===== config.mk =====
export PLATFORM = sky130hd
export DESIGN_NAME = pkt_disassembler
export DESIGN_NICKNAME = d
export VERILOG_FILES = /design/src/rtl/spif_pkt_pkg.sv /design/src/rtl/sat_cntr.sv /design/src/rtl/pkt_disassembler.sv
export SDC_FILE = /design/constraint.sdc
export NUM_CORES = 1
export LEC_CHECK = 0
export CAP_MARGIN = 20
export CORE_MARGIN = 4
export CORE_UTILIZATION = 38
export CTS_CLUSTER_SIZE = 20
export DETAILED_ROUTE_END_ITERATION = 6
export PLACE_DENSITY = 0.59
export SLEW_MARGIN = 0
export SYNTH_ARGS = -nofsm -noshare
export SYNTH_HDL_FRONTEND = slang
export SYNTH_HIERARCHICAL = 1
export SYNTH_SLANG_ARGS = --single-unit

===== constraint.sdc =====
create_clock -name clk -period 5 [get_ports clk]
set_input_delay 1 -clock clk [delete_from_list [all_inputs] [get_ports clk]]
set_output_delay 1 -clock clk [all_outputs]
set_load 0.02 [all_outputs]

===== src/rtl/spif_pkt_pkg.sv =====
`default_nettype none
// ============================================================================
// Module      : spif_pkt_pkg
// Description : Shared SpiNNaker packet layout: header bit positions, key and
//               payload slices, multicast type code and a parity helper.
//               Used by both the packet assembler and disassembler.
// Revision    : 1.0 - initial release
// ============================================================================
package spif_pkt_pkg;

    localparam int PKT_BITS_DEFAULT = 72;

    // Header bit positions
    localparam int PTY_BIT = 0;
    localparam int PLD_BIT = 1;
    localparam int TYP_MSB = 7;
    localparam int TYP_LSB = 6;

    // Field slice bounds within the packet
    localparam int HDR_MSB = 7;
    localparam int HDR_LSB = 0;
    localparam int KEY_MSB = 39;
    localparam int KEY_LSB = 8;
    localparam int PLD_MSB = 71;
    localparam int PLD_LSB = 40;

    localparam logic [1:0] PKT_TYPE_MC = 2'b00;

    // Odd parity over header and key, plus payload only when it is present
    function automatic logic pkt_parity_ok(input logic [PKT_BITS_DEFAULT-1:0] pkt);
        logic w_pld_par;
        w_pld_par = pkt[PLD_BIT] & (^pkt[PLD_MSB:PLD_LSB]);
        return (^pkt[HDR_MSB:HDR_LSB]) ^ (^pkt[KEY_MSB:KEY_LSB]) ^ w_pld_par;
    endfunction

endpackage
`default_nettype wire


===== src/rtl/sat_cntr.sv =====
`default_nettype none
// ============================================================================
// Module      : sat_cntr
// Description : Saturating up-counter with synchronous clear. Clear wins
//               over a coincident increment; the count sticks at all-ones.
// Revision    : 1.0 - initial release
// ============================================================================
module sat_cntr #(
    parameter int WIDTH = 32
) (
    input  logic             clk,
    input  logic             reset_n,
    input  logic             clr_in,
    input  logic             inc_in,
    output logic [WIDTH-1:0] count_out
);

    localparam logic [WIDTH-1:0] C_ONE = {{(WIDTH-1){1'b0}}, 1'b1};

    logic [WIDTH-1:0] r_count;

    // Count increments, holding at the maximum value; clear has priority
    always_ff @(posedge clk or negedge reset_n) begin
        if (!reset_n) begin
            r_count <= '0;
        end else if (clr_in) begin
            r_count <= '0;
        end else if (inc_in && (r_count != {WIDTH{1'b1}})) begin
            r_count <= r_count + C_ONE;
        end
    end

    assign count_out = r_count;

endmodule
`default_nettype wire


===== src/rtl/pkt_disassembler.sv =====
`default_nettype none
// ============================================================================
// Module      : pkt_disassembler
// Description : Receive-side SpiNNaker packet disassembler. Checks parity and
//               type of each accepted packet, forwards multicast key/payload
//               as events through an output register plus one park slot, and
//               counts forwarded, parity-error and non-multicast packets.
// Revision    : 1.0 - initial release
// ============================================================================
module pkt_disassembler
    import spif_pkt_pkg::*;
#(
    parameter int PACKET_BITS = spif_pkt_pkg::PKT_BITS_DEFAULT,
    parameter int CNT_BITS    = 32
) (
    input  logic                   clk,
    input  logic                   reset_n,
    input  logic                   cnt_clr_in,
    input  logic [PACKET_BITS-1:0] pkt_data_in,
    input  logic                   pkt_vld_in,
    output logic                   pkt_rdy_out,
    output logic [31:0]            evt_key_out,
    output logic [31:0]            evt_pld_out,
    output logic                   evt_pld_vld_out,
    output logic                   evt_vld_out,
    input  logic                   evt_rdy_in,
    output logic [CNT_BITS-1:0]    pkt_cnt_out,
    output logic [CNT_BITS-1:0]    par_err_cnt_out,
    output logic [CNT_BITS-1:0]    typ_drp_cnt_out
);

    // Classification of the packet on the input bus
    logic        w_acc;
    logic        w_par_ok;
    logic        w_is_mc;
    logic        w_fwd;
    logic        w_par_err;
    logic        w_typ_drp;
    logic        w_out_busy;
    logic        w_park_now;
    logic [31:0] w_key;
    logic [31:0] w_pld;
    logic        w_pldv;

    // Output register, park slot and ready flag
    logic [31:0] r_evt_key;
    logic [31:0] r_evt_pld;
    logic        r_evt_pldv;
    logic        r_evt_vld;
    logic [31:0] r_park_key;
    logic [31:0] r_park_pld;
    logic        r_park_pldv;
    logic        r_parked;
    logic        r_pkt_rdy;

    assign w_acc      = pkt_vld_in && r_pkt_rdy;
    assign w_par_ok   = pkt_parity_ok(pkt_data_in);
    assign w_is_mc    = (pkt_data_in[TYP_MSB:TYP_LSB] == PKT_TYPE_MC);
    assign w_par_err  = w_acc && !w_par_ok;
    assign w_typ_drp  = w_acc && w_par_ok && !w_is_mc;
    assign w_fwd      = w_acc && w_par_ok && w_is_mc;

    assign w_pldv     = pkt_data_in[PLD_BIT];
    assign w_key      = pkt_data_in[KEY_MSB:KEY_LSB];
    assign w_pld      = w_pldv ? pkt_data_in[PLD_MSB:PLD_LSB] : 32'h0;

    // Output is stalled when an event is being offered and not taken
    assign w_out_busy = r_evt_vld && !evt_rdy_in;
    assign w_park_now = w_fwd && w_out_busy;

    // Event handshake: load output directly when free, otherwise park; drain
    // the park slot as soon as the output frees up
    always_ff @(posedge clk or negedge reset_n) begin
        if (!reset_n) begin
            r_pkt_rdy   <= 1'b0;
            r_evt_vld   <= 1'b0;
            r_evt_key   <= 32'h0;
            r_evt_pld   <= 32'h0;
            r_evt_pldv  <= 1'b0;
            r_park_key  <= 32'h0;
            r_park_pld  <= 32'h0;
            r_park_pldv <= 1'b0;
            r_parked    <= 1'b0;
        end else begin
            // Ready drops only while the park slot is (or is about to be) held
            r_pkt_rdy <= !((r_parked && w_out_busy) || w_park_now);
            r_evt_vld <= w_out_busy || r_parked || w_fwd;

            if (w_out_busy) begin
                if (w_fwd) begin
                    r_park_key  <= w_key;
                    r_park_pld  <= w_pld;
                    r_park_pldv <= w_pldv;
                    r_parked    <= 1'b1;
                end
            end else if (r_parked) begin
                r_evt_key  <= r_park_key;
                r_evt_pld  <= r_park_pld;
                r_evt_pldv <= r_park_pldv;
                r_parked   <= w_fwd;
                if (w_fwd) begin
                    r_park_key  <= w_key;
                    r_park_pld  <= w_pld;
                    r_park_pldv <= w_pldv;
                end
            end else if (w_fwd) begin
                r_evt_key  <= w_key;
                r_evt_pld  <= w_pld;
                r_evt_pldv <= w_pldv;
            end
        end
    end

    assign pkt_rdy_out     = r_pkt_rdy;
    assign evt_vld_out     = r_evt_vld;
    assign evt_key_out     = r_evt_key;
    assign evt_pld_out     = r_evt_pld;
    assign evt_pld_vld_out = r_evt_pldv;

    sat_cntr #(.WIDTH(CNT_BITS)) u_pkt_cnt (
        .clk       (clk),
        .reset_n   (reset_n),
        .clr_in    (cnt_clr_in),
        .inc_in    (w_fwd),
        .count_out (pkt_cnt_out)
    );

    sat_cntr #(.WIDTH(CNT_BITS)) u_par_err_cnt (
        .clk       (clk),
        .reset_n   (reset_n),
        .clr_in    (cnt_clr_in),
        .inc_in    (w_par_err),
        .count_out (par_err_cnt_out)
    );

    sat_cntr #(.WIDTH(CNT_BITS)) u_typ_drp_cnt (
        .clk       (clk),
        .reset_n   (reset_n),
        .clr_in    (cnt_clr_in),
        .inc_in    (w_typ_drp),
        .count_out (typ_drp_cnt_out)
    );

endmodule
`default_nettype wire


==> impl_summary.md, run 1 <==
Critical path
At the worst endpoint, the arrival time is 4850 ps. The largest driver fanout on the critical path is 19. At the worst endpoint, the required time is 5430 ps.

The master of the slowest instance on the critical path is sky130_fd_sc_hd__clkdlybuf4s50_1. The startpoint type of the worst setup path is a primary input. Counting buffers and inverters, the worst setup path is 13 cells deep. By startpoint and endpoint, the worst setup path is classified as primary input to flop.

In this run the critical register-to-register path is launched from pkt_rdy_out. Grouping stages by cell kind, the critical path spends the most delay in XOR/XNOR gates. The critical path goes through clkdlybuf4s50_1 > xnor2_1 > xnor2_1 > xnor2_1 > xnor3_1 > xnor2_2 > xnor2_1 > nor3b_1 > and3_1 > nand4_1 > a21o_1 > nor4_1 > mux2_2. The worst setup path is captured at a flop. Counting cells, the worst reg-to-reg path comes to 9. The cell seen most often among critical-path stages is sky130_fd_sc_hd__xnor2_1. The destination of the worst register-to-register timing path is u_pkt_cnt/count_out[19].

The critical path's largest stage delay is 510 ps. Counting both buffers and inverters, the worst setup path holds a total of 1. Setup slack on the worst reg-to-reg path comes out at 2480 ps.

Flow run
Max-cap violations in this run came to 0.

Pwr
The completed layout was analyzed and its total power is 7.41 mW. In this run the power density over the cells is 453 nW/um^2. The worst voltage drop across the vdd grid is 292 uV. For this design the static power due to leakage is 6.75 nW.

STA
At the pin with the least slew margin, the transition time is 950 ps. The post-route clock period utilization is 0.884. Setup repair after global routing left no endpoint under its margin. The number of hold violations in the final report is 0. The total count of max-transition violations in the final report is 0.

The clock period could shrink to 4420 ps. Setup violations remaining at the end of the flow were counted as 0. The maximum clock rate is 226 MHz. On the final layout, the worst clock skew is 15.8 ps. In this run the tightest slew margin relative to its limit is 0.366.

Floorplan
The placement row count is 66. The die is 189 microns wide. In this run the standard cell core region covers 32500 sq um.

The overall die height is 189 microns. 240 I/O pins were placed. The floorplan step defined a die boundary enclosing 35800 sq um.

The starting utilization of the core area is 0.385.

Logic synthesis
The share of synthesized flip-flops with an asynchronous set or reset is 1.00. The area share of the largest cell type after synthesis is 0.459. The number of warnings printed during yosys synthesis is 6. The share of the Yosys chip area taken by registers is 0.459. The cell type with the largest total area after synthesis is sky130_fd_sc_hd__dfrtp_1. In the synthesized netlist the dominant register cell turns out to be sky130_fd_sc_hd__dfrtp_1. The count of mapped cells out of synthesis is 1131. In this run the cell area of the synthesized design comes to 12500 sq um. The average instance in the mapped netlist occupies 11.0 sq um.

In this run, distinct cell masters in the synthesized netlist total 51. Synthesis inferred 229 register bits. In the post-synthesis netlist, the biggest area contributors are sky130_fd_sc_hd__dfrtp_1 46%, sky130_fd_sc_hd__mux2_4 9.1%, sky130_fd_sc_hd__mux2_2 7.4%. The number of synthesized flops with an enable pin is 0. The number of nets in the synthesized netlist is 1212.

Placed design
At the end of routability-driven placement, the weighted congestion stood at 0.814. The HPWL after detailed placement is 22.1 mm. The number of cells in the design after placement is 1781.

The count of buffers inserted at the top-level ports is 239.

Clocking
CTS placed an instance of sky130_fd_sc_hd__clkbuf_16 at the clock tree root. The number of hold-repair buffers added at the cts stage is 0. The number of clock buffers added by TritonCTS is 28.

The count of instances resized after the clock tree is built is 0. The clock tree from TritonCTS is yes. The clock slew at the register clock pins of the worst setup and hold paths is 60 ps. The clock latency on the worst-skew pair is 540 ps. The depth of the CTS H-tree is 1.

In this run the deepest clock path goes through 3 buffers. Buffers added to address setup during post-CTS repair amount to 0. The count of clock tree sinks is 229.

Final layout
Compared with the post-synthesis result, the final layout area differs by 30.8%. The net count of the finished layout is 1450. After filler insertion, the fill cell instance count of the layout stands at 2920. The area used by sequential logic in the layout is 5730 sq um. The share of post-route cells with drive strength above 1 is 0.187.

The antenna diode instance count is 0. Leaving out fill and tap cells, the most frequent cells in the layout are 237 x sky130_fd_sc_hd__clkdlybuf4s50_1, 228 x sky130_fd_sc_hd__dfrtp_1, 91 x sky130_fd_sc_hd__nand2_1. The number of cells in the finished layout apart from fillers is 1832. The area of the multi-input gates is 6280 sq um. The most common cell after layout, fill and taps aside is sky130_fd_sc_hd__clkdlybuf4s50_1.

Detailed routing
Using the TritonRoute via totals, the vias-per-cell ratio works out to 5.02. For this block, the via count after detailed routing is 9199. Once detail routing completed, the nets flagged for antenna violations numbered 0. The routed design has 31.8 mm of wire.

In this run, the number of DRC markers left after iteration 0 of detailed routing was 441. The pre-antenna-repair detailed-routing pass consisted of 4 iterations. The average routed wire per standard cell is 17.4 microns. For this run, design rule violations remaining after detail routing come to 0.

Global route
The maximum number of pins on one net before global-route repair is 103. The first global-routing pass estimated 51.7 mm of wire. Summed over all layers, the global routing overflow is 0. The number of antenna violations at the first check in global routing is 0.

The overall track demand over capacity in global routing is 0.173. The number of global-route vias before repair is 9450.

Hold path
The type of the tightest min-delay check is primary input to async pin.

Outcome
The flow ran to the end, and the final reports show no timing, DRC or antenna violations.
[worst register-to-register path, stage by stage, from the launching register on]
cell and delay, ps:
sky130_fd_sc_hd__dfrtp_1 380, sky130_fd_sc_hd__and3_1 210, sky130_fd_sc_hd__nand4b_1 210, sky130_fd_sc_hd__nand2_1 180
sky130_fd_sc_hd__and3_1 260, sky130_fd_sc_hd__nand4_1 120, sky130_fd_sc_hd__a21o_1 280, sky130_fd_sc_hd__buf_4 210
sky130_fd_sc_hd__nor3_1 200, sky130_fd_sc_hd__mux2_2 360
[cells by family after synthesis]
logic type,Yosys count,share of synthesized area
adder cells (fa/ha/maj),5,0.00481
AND/OR/NAND/NOR,371,0.161
buffers and inverters,101,0.0399
flip-flops,229,0.459
XOR/XNOR,109,0.0787
multiplexers,188,0.189
AO/OA/AOI/OAI,128,0.0671
[per-layer routing]
| metal | vias up | wire length [microns] | global-route usage |
|---|---|---|---|
| li1 | 4447 | - | - |
| met4 | 0 | 679 | 0.0373 |
| met2 | 174 | 15100 | 0.287 |
| met3 | 43 | 1440 | 0.0332 |
| met5 | - | 0 | 0 |
| met1 | 4535 | 14600 | 0.238 |
[cell usage after synthesis (4+ instances only)]
library cell and n:
sky130_fd_sc_hd__or3_1 15, sky130_fd_sc_hd__a31o_2 6, sky130_fd_sc_hd__mux2_2 82, sky130_fd_sc_hd__o31ai_1 9, sky130_fd_sc_hd__nand4b_1 5, sky130_fd_sc_hd__nor2_1 80
sky130_fd_sc_hd__nor2b_1 19, sky130_fd_sc_hd__clkbuf_1 27, sky130_fd_sc_hd__nor3_1 12, sky130_fd_sc_hd__nand2b_1 7, sky130_fd_sc_hd__nor4_2 6, sky130_fd_sc_hd__buf_2 8
sky130_fd_sc_hd__and3_1 22, sky130_fd_sc_hd__nor4_1 12, sky130_fd_sc_hd__mux2i_1 30, sky130_fd_sc_hd__a211oi_1 15, sky130_fd_sc_hd__a21oi_1 33, sky130_fd_sc_hd__dfrtp_1 229
sky130_fd_sc_hd__and2_1 14, sky130_fd_sc_hd__ha_1 4, sky130_fd_sc_hd__a21o_1 9, sky130_fd_sc_hd__o21ai_0 41, sky130_fd_sc_hd__or4_1 9, sky130_fd_sc_hd__nand4_1 18
sky130_fd_sc_hd__mux2_4 76, sky130_fd_sc_hd__buf_6 8, sky130_fd_sc_hd__buf_4 4, sky130_fd_sc_hd__inv_1 51, sky130_fd_sc_hd__xnor2_1 88, sky130_fd_sc_hd__nand3_1 38
sky130_fd_sc_hd__nand2_1 91, sky130_fd_sc_hd__xor2_1 18
[worst max path at each step]
stage,start,to,slack [ps]
4_1_cts,pkt_data_in[30],u_typ_drp_cnt/count_out[31],500
3_3_place_gp,pkt_data_in[34],u_typ_drp_cnt/count_out[31],-40
3_5_place_dp,pkt_data_in[36],u_typ_drp_cnt/count_out[31],-70
6_report,pkt_data_in[36],u_typ_drp_cnt/count_out[31],580
2_1_floorplan,pkt_data_in[22],u_typ_drp_cnt/count_out[31],970
5_1_grt,pkt_data_in[30],u_typ_drp_cnt/count_out[31],280
[stage by stage]
step	setup TNS, ps	area [sq um]	util	hold WS, ps	setup slack (ps)
global route	0	16300	0.503	518	279
CTS	0	16300	0.503	506	498
global placement	-39.6	15300	0.473	484	-39.6
detailed placement	-164	15300	0.473	488	-73.7
finish	0	16300	0.503	463	580
floorplan	0	12500	-	475	971
[report_power, final]
group | total (mW) | switching, mW | internal (mW)
sequential | 2.64 | 0.283 | 2.36
clock | 2.14 | 0.802 | 1.34
combinational | 2.62 | 1.19 | 1.43
total | 7.41 | 2.28 | 5.13
[final cells by class]
cell class,instances,area share
clock buffer,41,0.0502
clock inverter,10,0.0103
inverter,51,0.0117
multi-input combinational,801,0.385
sequential,229,0.351
tap,442,0.0339
timing repair buffer,258,0.158
[registers in the layout, indices dropped and copies added, names as in the netlist]
signal / cells
evt_pld_vld_out: 1
u_typ_drp_cnt/count_out: 32
evt_key_out: 32
r_park_pldv: 1
r_park_key: 32
u_pkt_cnt/count_out: 32
pkt_rdy_out: 1
evt_pld_out: 32
r_park_pld: 32
u_par_err_cnt/count_out: 32
r_parked: 1
evt_vld_out: 1
Power figures use the tool's default switching activity.
==> run 2, diff against run 1 <==
--- a/config.mk
+++ b/config.mk
@@ -11,7 +11,7 @@
 export CTS_CLUSTER_SIZE = 20
 export DETAILED_ROUTE_END_ITERATION = 6
 export PLACE_DENSITY = 0.59
-export SLEW_MARGIN = 0
+export SLEW_MARGIN = 5
 export SYNTH_ARGS = -nofsm -noshare
 export SYNTH_HDL_FRONTEND = slang
 export SYNTH_HIERARCHICAL = 1
==> results of run 2 <==
The final DEF is identical to that of run 1; final timing and power are the same.
